File: config.mk
export PLATFORM = sky130hd
export DESIGN_NAME = divclk_pwm_sequencer
export DESIGN_NICKNAME = d
export VERILOG_FILES = /design/src/rtl/divclk_pwm_sequencer.sv
export SDC_FILE = /design/constraint.sdc
export NUM_CORES = 1
export LEC_CHECK = 0
export BUFFER_PORTS_ARGS = -buffer_cell sky130_fd_sc_hd__buf_2
export CORE_MARGIN = 1
export CORE_UTILIZATION = 50
export CTS_BUF_LIST = sky130_fd_sc_hd__clkbuf_2 sky130_fd_sc_hd__clkbuf_4 sky130_fd_sc_hd__clkbuf_8
export DETAILED_ROUTE_END_ITERATION = 7
export PLACE_DENSITY = 0.73
export SYNTH_ARGS = -nofsm -noshare
export SYNTH_HDL_FRONTEND = slang
export SYNTH_SLANG_ARGS = --single-unit
File: constraint.sdc
create_clock -name clk_in -period 2.8 [get_ports clk_in]
set_input_delay 0.42 -clock clk_in [delete_from_list [all_inputs] [get_ports clk_in]]
set_output_delay 0.42 -clock clk_in [all_outputs]
set_load 0.05 [all_outputs]
File: src/rtl/divclk_pwm_sequencer.sv
// rtl/divclk_pwm_sequencer.sv - div_clk edge ticker driving a double-buffered PWM
module divclk_pwm_sequencer #(
    parameter int WIDTH       = 16,
    parameter int SYNC_STAGES = 2
) (
    input  logic             clk_in,
    input  logic             reset,
    input  logic             div_clk,
    input  logic             enable,
    input  logic             load,
    input  logic [WIDTH-1:0] period,
    input  logic [WIDTH-1:0] duty,
    output logic             tick,
    output logic             pwm_out,
    output logic             period_end,
    output logic             busy
);

    typedef enum logic [1:0] {IDLE, RUN, STOP} state_t;

    state_t                 state, state_nxt;
    logic [SYNC_STAGES-1:0] sync_q;
    logic                   prev_q;
    logic [WIDTH-1:0]       cnt, cnt_nxt;
    logic [WIDTH-1:0]       sh_period, sh_period_nxt, sh_duty, sh_duty_nxt;
    logic [WIDTH-1:0]       pend_period, pend_period_nxt, pend_duty, pend_duty_nxt;
    logic                   pend_valid, pend_valid_nxt;
    logic                   pwm_nxt, period_end_nxt;
    logic [WIDTH-1:0]       eff_period, eff_duty, cnt_inc;
    logic                   wrap;

    always_ff @(posedge clk_in or posedge reset) begin
        if (reset) begin
            sync_q <= '0;
            prev_q <= 1'b0;
            tick   <= 1'b0;
        end else begin
            sync_q <= {sync_q[SYNC_STAGES-2:0], div_clk};
            prev_q <= sync_q[SYNC_STAGES-1];
            tick   <= sync_q[SYNC_STAGES-1] & ~prev_q;
        end
    end

    // Values the shadow takes at a boundary: a coincident load bypasses pending.
    assign eff_period = load ? period : (pend_valid ? pend_period : sh_period);
    assign eff_duty   = load ? duty   : (pend_valid ? pend_duty   : sh_duty);
    assign cnt_inc    = cnt + WIDTH'(1);
    assign wrap       = tick && (cnt == sh_period - WIDTH'(1));

    always_comb begin
        state_nxt       = state;
        cnt_nxt         = cnt;
        pwm_nxt         = pwm_out;
        period_end_nxt  = 1'b0;
        sh_period_nxt   = sh_period;
        sh_duty_nxt     = sh_duty;
        pend_period_nxt = pend_period;
        pend_duty_nxt   = pend_duty;
        pend_valid_nxt  = pend_valid;
        case (state)
            IDLE: begin
                cnt_nxt        = '0;
                pwm_nxt        = 1'b0;
                sh_period_nxt  = eff_period;
                sh_duty_nxt    = eff_duty;
                pend_valid_nxt = 1'b0;
                if (tick && enable && (eff_period != '0)) begin
                    state_nxt = RUN;
                    pwm_nxt   = (eff_duty != '0);
                end
            end
            RUN, STOP: begin
                state_nxt = enable ? RUN : STOP;
                if (load) begin
                    pend_period_nxt = period;
                    pend_duty_nxt   = duty;
                    pend_valid_nxt  = 1'b1;
                end
                if (wrap) begin
                    period_end_nxt = 1'b1;
                    cnt_nxt        = '0;
                    sh_period_nxt  = eff_period;
                    sh_duty_nxt    = eff_duty;
                    pend_valid_nxt = 1'b0;
                    if (!enable || (eff_period == '0)) begin
                        state_nxt = IDLE;
                        pwm_nxt   = 1'b0;
                    end else begin
                        pwm_nxt = (eff_duty != '0);
                    end
                end else if (tick) begin
                    cnt_nxt = cnt_inc;
                    pwm_nxt = (cnt_inc < sh_duty);
                end
            end
            default: state_nxt = IDLE;
        endcase
    end

    always_ff @(posedge clk_in or posedge reset) begin
        if (reset) begin
            state       <= IDLE;
            cnt         <= '0;
            sh_period   <= '0;
            sh_duty     <= '0;
            pend_period <= '0;
            pend_duty   <= '0;
            pend_valid  <= 1'b0;
            pwm_out     <= 1'b0;
            period_end  <= 1'b0;
        end else begin
            state       <= state_nxt;
            cnt         <= cnt_nxt;
            sh_period   <= sh_period_nxt;
            sh_duty     <= sh_duty_nxt;
            pend_period <= pend_period_nxt;
            pend_duty   <= pend_duty_nxt;
            pend_valid  <= pend_valid_nxt;
            pwm_out     <= pwm_nxt;
            period_end  <= period_end_nxt;
        end
    end

    assign busy = (state != IDLE);

endmodule
Yosys cells after proc, flatten, opt, wreduce, memory -nomap -nowiden
Index checks and enable logic that the tools add are counted.

Register bits: 89. Input bits: 37. Logic and storage cells: 66.

Add/sub/neg operators: 2. $lt $le $gt $ge: 1. Equality and inequality tests: 7. Multiplexer cells: 26. Bitwise logic cells: 2. Reductions and logical operators: 16.

Operators by type and width (number): $mux W16 (8); $pmux W16 S2 (3); $reduce_bool A16 Y1 (2); $add A16 B1 Y16 const B (1); $eq A16 B16 Y1 (1); $logic_not A16 Y1 (1); $lt A16 B16 Y1 (1); $sub A16 B1 Y16 const B (1); $mux W1 (8); $mux W2 (4); $reduce_and A2 Y1 (4); $ne A3 B3 Y1 const B (2); $ne A2 B2 Y1 const B (2); $pmux W1 S2 (2); $pmux W2 S2 (1); $reduce_bool A2 Y1 (2); $logic_and A1 B1 Y1 (3); $eq A2 B1 Y1 const B (1); $eq A2 B2 Y1 const B (1); $logic_not A2 Y1 (1); $reduce_or A2 Y1 (1); $and A1 B1 Y1 (1); $logic_not A1 Y1 (1); $logic_or A1 B1 Y1 (1); $not A1 Y1 (1).

Logic depth before layout (Yosys ltp)
Depth in word-level cells: 7. Gate-level depth with buffers: 14. Mapped depth without buffers: 13.

Worst setup path after synthesis
Ideal clock, no wire load.

Path kind: register -> register. Start: register sh_period[0]. End: register sh_duty[4]. Data arrival time: 2.872 ns. Setup slack: -0.166 ns. Cell stages (with the launch flop): 13. Path buffers: 2. Period minus slack after synthesis: 2.966 ns. Cell sequence: dfrtp_1 -> clkbuf_1 -> inv_1 -> ha_1 -> nor2b_1 -> nand3_1 -> a2111oi_1 -> nand4_1 -> and4b_1 -> a31oi_1 -> or2_1 -> clkbuf_1 -> a211oi_1.

Cells in the longest elaborated chain, start to end: 5.

Ends and longest elaborated chain: from (decl) (RTL line 25) `logic [WIDTH-1:0] sh_period, sh_period_nxt, sh_duty, sh_duty_nxt;`; from (signal assigned) (RTL line 114) `sh_period <= sh_period_nxt;`; $sub A16 B1 Y16 (RTL line 48) `assign wrap = tick && (cnt == sh_period - WIDTH'(1));`; $eq A16 B16 Y1 (RTL line 48); $logic_and A1 B1 Y1 (RTL line 48); $ne A2 B2 Y1 (no source line); $reduce_and A2 Y1 (no source line); to (signal assigned) (RTL line 115) `sh_duty <= sh_duty_nxt;`; to (decl) (RTL line 25).

No other way between the ends. A chain may end at the register's enable or synchronous reset.

Worst setup path in the final report
Start: register sh_period[6]. End: register sh_duty[8].

Same word-level chain as after synthesis.

==> summary.txt <==
Outcome
  – Status: complete, but fails checks
  – Failing checks: negative setup slack

CTS
  – Clock Tree Root: clkbuf_8
  – CTS tree: yes
  – Clk_lat worst skew: 370 ps
  – CTS Hold Bufs: 0
  – CTS HTree Levels: 3
  – Clock tree buffer depth: 2
  – CTS clk-pin slew, worst paths: 90 ps
  – Clock buffer count from CTS: 9
  – CTS Sinks: 89

STA
  – Min cycle time layout: 2800 ps
  – Final Hold Fails: 0
  – Slew @ Worst Pin: 622 ps
  – Relative slew slack: 0.585
  – Setup_tns: -3.87 ps
  – Final WS setup: -3.87 ps
  – Part of the cycle the worst path needs: 1.00
  – # setup viols final: 1
  – Hold slack: 152 ps
  – Slew Limit Fails: 0
  – RSZ-0062 raised after global routing: yes
  – Highest Clock Rate: 0.357 GHz
  – Clock skew: 11.9 ps

Global route
  – Total Routing Usage GR: 0.264
  – Number of global-route vias before repair: 4692
  – Antenna violations before repair: 1
  – First-pass GRT wire length: 23100 um
  – Pin count of the biggest net entering global routing: 51
  – Grt ovf: 0

Synthesis
  – Ys async rst share: 1.00
  – Top-count cell post-synth: dfrtp_1
  – Synth top area cells: dfrtp_1 41%, mux2_2 6.8%, o21ai_0 4.6%
  – Simple-Gate Fraction of Synth Area: 0.177
  – Commonest cells in the synthesized netlist: 89 x dfrtp_1, 60 x nand2_1, 50 x o21ai_0, 37 x nor2_1, 33 x mux2_2
  – Post-synthesis adder-cell area fraction: 0.0437
  – Yosys top cell area share: 0.410
  – Most used DFF post-synth: dfrtp_1
  – Synth warnings: 0
  – Post-synth net total: 649
  – Post-synth EDFFs: 0
  – Largest family of logic cells by synthesized area: simple AND/OR/NAND/NOR gates
  – Register area share after synthesis: 0.410
  – Avg Cell Area, Syn: 9.17 um^2
  – #FFs+latches synth: 89
  – Post-Synth XOR/XNOR Area: 0.0532
  – Synth Area in Compound Gates: 0.166
  – Multiplexer share of the synthesized area: 0.105
  – Synth Cell Area: 0.00544 mm^2
  – Netlist cell types: 59
  – Post-Synthesis Cells: 593
  – Synth area leader: dfrtp_1

Drt
  – Initial DRC Count: 481
  – Drc violations: 0
  – DR pass1 iterations: 5
  – Vias per cell: 5.99
  – Wire length per cell: 17.7 um
  – Detailed-route via count: 4789
  – ANT nets after route: 0
  – Final wirelength: 14200 um

Floorplan
  – Chip width: 106 um
  – FP Rows: 37
  – Die Span Y: 106 um
  – Num ports: 41
  – Die ar.: 0.0113 mm^2
  – Starting density of the core: 0.522
  – Core Area: 0.0104 mm^2

Finish
  – Utilization after layout: 0.622
  – Share of layout cells above drive strength 1: 0.264
  – Diodes inserted: 0
  – Final nets: 715
  – Design Area, Final: 0.00648 mm^2
  – Synth-to-Final Area Change: 19.2%

Pwr
  – Final Power: 6.47 mW
  – Max IR drop VDD: 0.000560 V
  – PD cells: 998 mW/mm^2
  – Pleak: 2.94 nW

Run
  – Max Cap Violations: 0

Placement
  – Port Buf Inserts: 40
  – Post-DP HPWL: 10600 um
  – GP Congestion: 0.965
  – Area after DPL: 0.00609 mm^2

Setup path
  – Req. time, crit path: 3090 ps
  – WS Path Type: reg -> reg
  – Worst Setup Start Kind: flop
  – Crit end category: flop
  – CP arrival: 3090 ps
  – CP Max Fanout: 4

Worst hold path
  – Hold crit path type: in -> reg
placed cells by master (no fill, tap or decap), drive strengths merged, types with 19 or more instances in the layout:
| cell | netlist | final |
|---|---|---|
| buf | 7 | 92 |
| dfrtp | 89 | 89 |
| nand2 | 60 | 60 |
| o21ai | 52 | 52 |
| nor2 | 37 | 37 |
| mux2 | 33 | 33 |
| a21oi | 28 | 28 |
| inv | 26 | 27 |
| mux2i | 20 | 20 |
| ha | 19 | 19 |
path summary, 6_finish.rpt:
| kind | from | to | depth (start not counted) | slack, ps |
|---|---|---|---|---|
| worst max-delay path | sh_period[6]$_DFFE_PP0P_ | sh_duty[8]$_DFFE_PP0P_ | 8 | -4 |
| worst min-delay path | div_clk | sync_q[0]$_DFF_PP0_ | 1 | 150 |
| worst max register to register | sh_period[6]$_DFFE_PP0P_ | sh_duty[8]$_DFFE_PP0P_ | 8 | -4 |
| worst min register to register | sync_q[0]$_DFF_PP0_ | sync_q[1]$_DFF_PP0_ | 0 | 360 |
| max in group asynchronous | reset | pend_period[5]$_DFFE_PP0P_ | 3 | 2170 |
| min in group asynchronous | reset | prev_q$_DFF_PP0_ | 3 | 170 |
per-stage QoR:
step	setup slack, ps	instances
final	-3.87	800
after global routing	-58.7	800
after CTS	0.152	798
after detailed placement	-45.1	782
after global placement	32.4	782
after floorplan	-16.6	593
what timing repair did:
action	in CTS	in global routing
gates resized for setup	8	26
buffers inserted	0	2
setup endpoints to repair	21	42
pin swaps	0	11
power by group:
part / total (mW) / internal, mW / switching (mW)
Sequential: 2.14 / 1.78 / 0.366
Combinational: 3.30 / 1.43 / 1.87
Clock: 1.02 / 0.533 / 0.491
Total: 6.47 / 3.74 / 2.73
cell type report:
| type | count | area [um^2] |
|---|---|---|
| clock buffers | 11 | 139 |
| multi-input cells | 441 | 3140 |
| clock inverters | 5 | 87.6 |
| flip-flops and latches | 89 | 2230 |
| fillers | 845 | 3940 |
| well taps | 136 | 170 |
| inverters | 26 | 98.8 |
| repair buffers | 92 | 619 |
kinds of logic (layout without fill, tap and decap cells):
| kind of cell | after synthesis | after routing |
|---|---|---|
| flip-flops | 89 | 89 |
| multiplexers | 53 | 53 |
| buffers and inverters | 63 | 134 |
| XOR/XNOR | 33 | 33 |
| AND/OR/NAND/NOR | 193 | 193 |
| AO/OA/AOI/OAI | 143 | 143 |
| adder cells (fa/ha/maj) | 19 | 19 |
critical path: stages (launching register included):
cell and delay (ps):
dfrtp_1 390, or4_4 580, o41ai_2 210, o32ai_1 110, mux2i_1 200, nand2_1 110, or4b_4 550, or4_1 480
o211ai_1 90
layer usage:
| metal | GRT usage | share of wire | up-vias |
|---|---|---|---|
| met5 | 0 | 0.00078 | - |
| met4 | 0.0913 | 0.023 | 2 |
| met3 | 0.0533 | 0.062 | 35 |
| met2 | 0.418 | 0.46 | 178 |
| met1 | 0.358 | 0.45 | 2302 |
| li1 | - | - | 2272 |
registers in the layout, indices dropped and copies added, names as in the netlist:
signal,cells
cnt,16
sh_period,16
sync_q,2
prev_q,1
period_end,1
pend_period,16
tick,1
pend_duty,16
sh_duty,16
state,2
pwm_out,1
pend_valid,1
Power figures use the tool's default switching activity.
